===== config.mk =====
export PLATFORM = sky130hd
export DESIGN_NAME = hazard_stall_unit
export DESIGN_NICKNAME = d
export VERILOG_FILES = /design/src/rtl/hazard_pkg.sv /design/src/rtl/hazard_stall_unit_sat_counter.sv /design/src/rtl/hazard_stall_unit.sv
export SDC_FILE = /design/constraint.sdc
export NUM_CORES = 1
export LEC_CHECK = 0
export BUFFER_PORTS_ARGS = -buffer_cell sky130_fd_sc_hd__clkbuf_2
export CELL_PAD_IN_SITES_DETAIL_PLACEMENT = 0
export CELL_PAD_IN_SITES_GLOBAL_PLACEMENT = 1
export CORE_UTILIZATION = 36
export DETAILED_ROUTE_END_ITERATION = 6
export PLACE_DENSITY = 0.79
export SYNTH_ARGS = -nofsm -noshare
export SYNTH_HDL_FRONTEND = slang
export SYNTH_SLANG_ARGS = --single-unit

===== constraint.sdc =====
create_clock -name clk -period 2.4 [get_ports clk]
set_input_delay 0.12 -clock clk [delete_from_list [all_inputs] [get_ports clk]]
set_output_delay 0.12 -clock clk [all_outputs]
set_load 0.05 [all_outputs]

===== src/rtl/hazard_pkg.sv =====
// Shared types and constants for the hazard stall unit: FSM state encoding,
// source-register field positions and the front-end control bundles.
package hazard_pkg;

  typedef enum logic {
    IDLE = 1'b0,
    BUSY = 1'b1
  } state_t;

  localparam int REG_W   = 5;
  localparam int RS1_LSB = 0;
  localparam int RS2_LSB = 5;

  // Front-end pipeline-register controls driven by this block.
  typedef struct packed {
    logic pc_hold;
    logic if_id_hold;
    logic id_ex_hold;
    logic id_ex_flush;
    logic ex_m_bubble;
  } hold_ctrl_t;

  // No hold, no flush, no bubble: the pipeline advances normally.
  localparam hold_ctrl_t CTRL_NOP = '0;

  // Multiply in EX: freeze the front end and feed NOPs into EX/MEM.
  localparam hold_ctrl_t CTRL_MULT = '{pc_hold: 1'b1, if_id_hold: 1'b1,
                                       id_ex_hold: 1'b1, id_ex_flush: 1'b0,
                                       ex_m_bubble: 1'b1};

  // Load-use: freeze PC and IF/ID, turn ID/EX into a NOP for one cycle.
  localparam hold_ctrl_t CTRL_LOAD_USE = '{pc_hold: 1'b1, if_id_hold: 1'b1,
                                           id_ex_hold: 1'b0, id_ex_flush: 1'b1,
                                           ex_m_bubble: 1'b0};

  // A load destination only matters if it is a real register (not x0).
  function automatic logic reg_dep(input logic [REG_W-1:0] rd,
                                   input logic [REG_W-1:0] rs);
    return (rd != '0) && (rd == rs);
  endfunction

endpackage


===== src/rtl/hazard_stall_unit_sat_counter.sv =====
// Saturating up-counter with enable; sticks at all-ones instead of wrapping.
module sat_counter #(
  parameter int W = 16
) (
  input  logic         i_clk,
  input  logic         i_arst,
  input  logic         i_en,
  output logic [W-1:0] o_count
);

  logic [W-1:0] r_count;

  // Count enabled cycles, holding once every bit is set.
  always_ff @(posedge i_clk or posedge i_arst) begin
    if (i_arst)
      r_count <= '0;
    else if (i_en && (r_count != {W{1'b1}}))
      r_count <= r_count + W'(1);
  end

  assign o_count = r_count;

endmodule


===== src/rtl/hazard_stall_unit.sv =====
// Stall/bubble controller beside ID. Freezes the front end while a
// multi-cycle multiply occupies EX and inserts a one-cycle bubble on a
// load-use dependency. Hold outputs are Mealy (same-cycle) responses.
module hazard_stall_unit
  import hazard_pkg::*;
#(
  parameter int MULT_CYCLES = 3,
  parameter int STALL_CNT_W = 16
) (
  input  logic                   clk,
  input  logic                   arst,
  input  logic [9:0]             if_id_rs1_2,
  input  logic [4:0]             id_ex_rd,
  input  logic                   id_ex_mem_read,
  input  logic                   id_ex_is_mult,
  output logic                   pc_hold,
  output logic                   if_id_hold,
  output logic                   id_ex_hold,
  output logic                   id_ex_flush,
  output logic                   ex_m_bubble,
  output logic                   mult_busy,
  output logic [STALL_CNT_W-1:0] stall_cycles
);

  localparam int                CNT_W       = $clog2(MULT_CYCLES) + 1;
  localparam logic [CNT_W-1:0]  CNT_LAST    = CNT_W'(MULT_CYCLES - 1);
  // A single-cycle multiply finishes in EX like any ALU op.
  localparam logic              MULT_STALLS = (MULT_CYCLES > 1);

  state_t           r_state;
  state_t           w_state_nxt;
  logic [CNT_W-1:0] r_cnt;
  logic [CNT_W-1:0] w_cnt_nxt;

  logic [REG_W-1:0] w_rs1;
  logic [REG_W-1:0] w_rs2;
  logic             w_load_use;
  hold_ctrl_t       w_ctrl;

  assign w_rs1 = if_id_rs1_2[RS1_LSB +: REG_W];
  assign w_rs2 = if_id_rs1_2[RS2_LSB +: REG_W];

  assign w_load_use = id_ex_mem_read &&
                      (reg_dep(id_ex_rd, w_rs1) || reg_dep(id_ex_rd, w_rs2));

  // State and multiply-cycle counter; reset aborts any multiply in flight.
  always_ff @(posedge clk or posedge arst) begin
    if (arst) begin
      r_state <= IDLE;
      r_cnt   <= '0;
    end else begin
      r_state <= w_state_nxt;
      r_cnt   <= w_cnt_nxt;
    end
  end

  // Next state: IDLE starts a multiply at cnt=1; BUSY counts to the last cycle.
  always_comb begin
    w_state_nxt = r_state;
    w_cnt_nxt   = r_cnt;
    case (r_state)
      IDLE: begin
        if (id_ex_is_mult && MULT_STALLS) begin
          w_state_nxt = BUSY;
          w_cnt_nxt   = CNT_W'(1);
        end
      end
      BUSY: begin
        if (r_cnt < CNT_LAST) begin
          w_cnt_nxt = r_cnt + CNT_W'(1);
        end else begin
          w_state_nxt = IDLE;
          w_cnt_nxt   = '0;
        end
      end
      default: begin
        w_state_nxt = IDLE;
        w_cnt_nxt   = '0;
      end
    endcase
  end

  // Outputs: multiply hold beats load-use; everything drops while in reset
  // so a stale multiply in EX cannot re-hold during the reset pulse.
  always_comb begin
    w_ctrl = CTRL_NOP;
    if (!arst) begin
      case (r_state)
        IDLE: begin
          if (id_ex_is_mult) begin
            if (MULT_STALLS) w_ctrl = CTRL_MULT;
          end else if (w_load_use) begin
            w_ctrl = CTRL_LOAD_USE;
          end
        end
        BUSY: begin
          // Final cycle releases so the product latches into EX/MEM.
          if (r_cnt < CNT_LAST) w_ctrl = CTRL_MULT;
        end
        default: w_ctrl = CTRL_NOP;
      endcase
    end
  end

  assign pc_hold     = w_ctrl.pc_hold;
  assign if_id_hold  = w_ctrl.if_id_hold;
  assign id_ex_hold  = w_ctrl.id_ex_hold;
  assign id_ex_flush = w_ctrl.id_ex_flush;
  assign ex_m_bubble = w_ctrl.ex_m_bubble;
  assign mult_busy   = (r_state == BUSY);

  sat_counter #(
    .W (STALL_CNT_W)
  ) u_stall_cnt (
    .i_clk   (clk),
    .i_arst  (arst),
    .i_en    (w_ctrl.pc_hold),
    .o_count (stall_cycles)
  );

endmodule


==> results.py <==
metrics = {
    "synthesis": {
        "share_of_flip_flops_with_an_asynchronous_set_or_reset": 1.00,
        "post_synth.cell_area_avg_um2": 9.82,
        "synth_edf_count": 0,
        "synth_seq_area_share": 0.428,
        "ys.warnings.count": 0,
        "netlist-cell-type-count": 34,
        "synthFlopType": "sky130_fd_sc_hd__dfrtp_1",
        "synth_top_cells_by_area": "sky130_fd_sc_hd__dfrtp_1, sky130_fd_sc_hd__xor2_1, sky130_fd_sc_hd__nor3_1, sky130_fd_sc_hd__nor2_1, sky130_fd_sc_hd__nand2_1",
        "syn_inst": 119,
        "ys_seq_elements": 20,
        "synth.net_count": 140,
        "synth_top_area_cell": "sky130_fd_sc_hd__dfrtp_1",
        "netlist.area_leader.share": 0.428,
        "synth.cell_area_um2": 1170,
    },
    "routing": {
        "drt-wirelength-per-cell_um": 11.7,
        "post_drt_via_cell_ratio": 4.62,
        "detail_route_antenna_nets": 0,
        "vias": 947,
        "routed_wl_um": 2390,
        "drcViolationCount": 0,
        "drt_iter0_markers": 17,
        "drt_pass1_iterations": 4,
    },
    "cts": {
        "cts_inserted_buffers": 3,
        "clock_insertion_delay_worst_skew_ns": 0.29,
        "cts.reportedPaths.clkPinSlew_ns": 0.11,
        "tritoncts": "built",
        "cts_repair_resize_count": 0,
        "cts_buffer_depth": 2,
        "clock-root-buffer": "sky130_fd_sc_hd__clkbuf_4",
        "cts_post_setup_buffers_inserted": 0,
        "h_tree_lvls": 1,
        "cts.sink_count": 20,
    },
    "worst_setup_path": {
        "worstPathMaxFanout": 15,
        "crit_buf_inv": 1,
        "cp_cell_sequence": "ha_1 -> nand3_1 -> or2_2 -> nor3_1 -> or3b_1 -> buf_4 -> nor3_1 -> xor2_1",
        "slowest_cell_on_the_critical_path": "sky130_fd_sc_hd__dfrtp_2",
        "worst_ep_arrival_time_ns": 2.29,
        "critical_path.max_stage_delay_ns": 0.45,
        "cp_data_required_time_ns": 2.62,
        "critPathKind": "reg2reg",
        "critPathMostFrequentCell": "sky130_fd_sc_hd__nor3_1",
        "crit_family": "simple AND/OR/NAND/NOR gates",
        "critPathCaptureType": "flip-flop",
        "critical_path.startpoint_type": "flip-flop",
    },
    "job": {
        "drv.max_cap_violation_count": 0,
    },
    "finish": {
        "final_layout_size_suffix_gt1_frac": 0.348,
        "n_antenna_cell": 0,
        "layout.cell_area.non_filler_um2": 1440,
        "fillCellCount": 314,
        "syn2layout_area_growth_pct": 23.4,
        "design.final.nets": 183,
    },
    "power_and_ir_drop": {
        "seq_power_share": 0.371,
        "sw_frac_of_total": 0.508,
        "p_clk_frac": 0.110,
        "pwr-share-comb": 0.519,
        "power.leakage_nw": 0.708,
        "cell_internal_pwr_mw": 0.714,
        "switching_power_mw": 0.739,
        "ir_drop_mv": 0.694,
        "pwr_density_cell_nw_per_um2": 1010,
    },
    "worst_hold_path": {
        "holdCritPathClass": "in2reg",
    },
    "place": {
        "place_hpwl_um": 1890,
        "port-buffer-count": 40,
        "place_congestion": 0.794,
        "dpl_cell_area_um2": 1410,
    },
    "grt": {
        "initial_antenna_violation_count": 0,
        "grt.total_usage": 0.154,
        "grt_start_max_net_pins": 22,
        "sum_of_overflow_across_all_layers_after_global_routing": 0,
        "first_pass_grt_wire_length_um": 4080,
        "first_global_vias": 982,
    },
    "timing": {
        "grt_setup_unrepaired": "false",
        "final_setup_violating_endpoints": 0,
        "setup_tns_ns": 0,
        "max_clock_freq_mhz": 482,
        "final_worst_clock_skew_ns": 0.00552,
        "slew_at_the_pin_with_the_worst_max_slew_slack_ns": 0.318,
        "maxSlewHeadroom": 0.786,
        "final_hold_viol_count": 0,
        "maxSlewViolCount": 0,
        "finalWorstPathRequiredPeriod_ns": 2.08,
        "final_min_period_over_clock_period": 0.865,
    },
    "die": {
        "core_area_um2": 3080,
        "floorplan.initialDensity": 0.380,
        "floorplan.rows": 20,
        "boundaryPins": 41,
        "chipHeight_um": 59.0,
        "floorplan.die_area_um2": 3480,
        "die_width_um": 59.0,
    },
    "status": {
        "run_status": "finished clean",
    },
}
-- power groups by stage --
stage	sequential (mW)	clock (mW)	combinational [mW]
finish	0.539	0.159	0.754
global route	0.556	0.186	0.819
CTS	0.540	0.168	0.763
detailed placement	0.544	0	0.761
global placement	0.542	0	0.743
floorplan	0.770	0	0.383
-- per-layer routing --
| metal | global-route usage | share of wire | vias to the layer above |
|---|---|---|---|
| met4 | 0.0612 | 0.0067 | 0 |
| met1 | 0.181 | 0.44 | 430 |
| met3 | 0.0240 | 0.060 | 2 |
| met5 | 0 | 0 | - |
| li1 | - | - | 484 |
| met2 | 0.281 | 0.50 | 31 |
-- final cells by class --
type                       count  area (um2)  share of cell area
clock buffer                   4        26.3              0.0182
timing repair buffer          43         225               0.156
tap                           44        55.1              0.0382
inverter                       7        26.3              0.0182
multi-input combinational     87         607               0.421
sequential                    20         503               0.349
-- registers in the layout, summed over array words and instances (netlist names) --
| signal | count |
|---|---|
| u_stall_cnt.o_count | 16 |
| r_cnt | 3 |
| mult_busy | 1 |
-- worst paths after layout --
check	cells past startpoint	from	slack, ns	end
min	3	id_ex_is_mult	0.09	mult_busy$_DFF_PP0_
max reg2reg	8	u_stall_cnt.o_count[0]$_DFFE_PP0P_	0.32	u_stall_cnt.o_count[14]$_DFFE_PP0P_
max in group asynchronous	4	arst	1.76	u_stall_cnt.o_count[1]$_DFFE_PP0P_
max	8	u_stall_cnt.o_count[0]$_DFFE_PP0P_	0.32	u_stall_cnt.o_count[14]$_DFFE_PP0P_
min in group asynchronous	4	arst	0.42	mult_busy$_DFF_PP0_
min reg2reg	1	u_stall_cnt.o_count[9]$_DFFE_PP0P_	0.50	u_stall_cnt.o_count[9]$_DFFE_PP0P_
-- synthesized netlist by cell type, drive strengths merged (2+ instances only) --
cell and count:
nand2 9, nand3 6, xnor2 2, inv 7
nor2 10, nor3 12, ha 2, or2 3
buf 5, nor4 2, mux2 2, xor2 22
dfrtp 20, o21ai 3
-- cells by family after synthesis --
group,Yosys count,synth area share
buf+inv,12,0.0578
flops,20,0.428
xor+xnor,24,0.180
fa+ha+maj,2,0.0214
compound gates,10,0.0600
mux,3,0.0278
simple gates,48,0.225
-- worst min-delay path, stage by stage --
cell and delay (ns):
sky130_fd_sc_hd__clkbuf_2 0.10, sky130_fd_sc_hd__inv_1 0.05, sky130_fd_sc_hd__mux2i_1 0.07
-- what timing repair did --
action,4_1_cts,5_1_grt
hold buffers,1,0
setup endpoints to repair,0,0
hold endpoints to repair,20,0
-- metrics by stage --
stage	cells	hold WS (ns)	worst slack [ns]	power, mW	utilization
floorplan	119	0.0889	0.124	1.15	-
global placement	200	0.193	0.373	1.29	0.457
detailed placement	200	0.185	0.355	1.30	0.457
CTS	205	0.0855	0.301	1.47	0.469
global route	205	0.0829	0.155	1.56	0.469
finish	205	0.0905	0.324	1.45	0.469
-- cells in the final DEF (no fill, tap or decap), types with 2 or more instances in the layout --
cell	n
sky130_fd_sc_hd__buf_4	2
sky130_fd_sc_hd__clkbuf_2	40
sky130_fd_sc_hd__clkbuf_4	3
sky130_fd_sc_hd__dfrtp_1	18
sky130_fd_sc_hd__dfrtp_2	2
sky130_fd_sc_hd__ha_1	2
sky130_fd_sc_hd__inv_1	7
sky130_fd_sc_hd__mux2_2	2
sky130_fd_sc_hd__nand2_1	9
sky130_fd_sc_hd__nand3_1	6
sky130_fd_sc_hd__nor2_1	10
sky130_fd_sc_hd__nor3_1	8
sky130_fd_sc_hd__nor3_2	3
sky130_fd_sc_hd__o21ai_0	2
sky130_fd_sc_hd__or2_2	2
sky130_fd_sc_hd__xnor2_1	2
sky130_fd_sc_hd__xor2_1	22
Note: power is estimated with default switching activity, not from simulation.
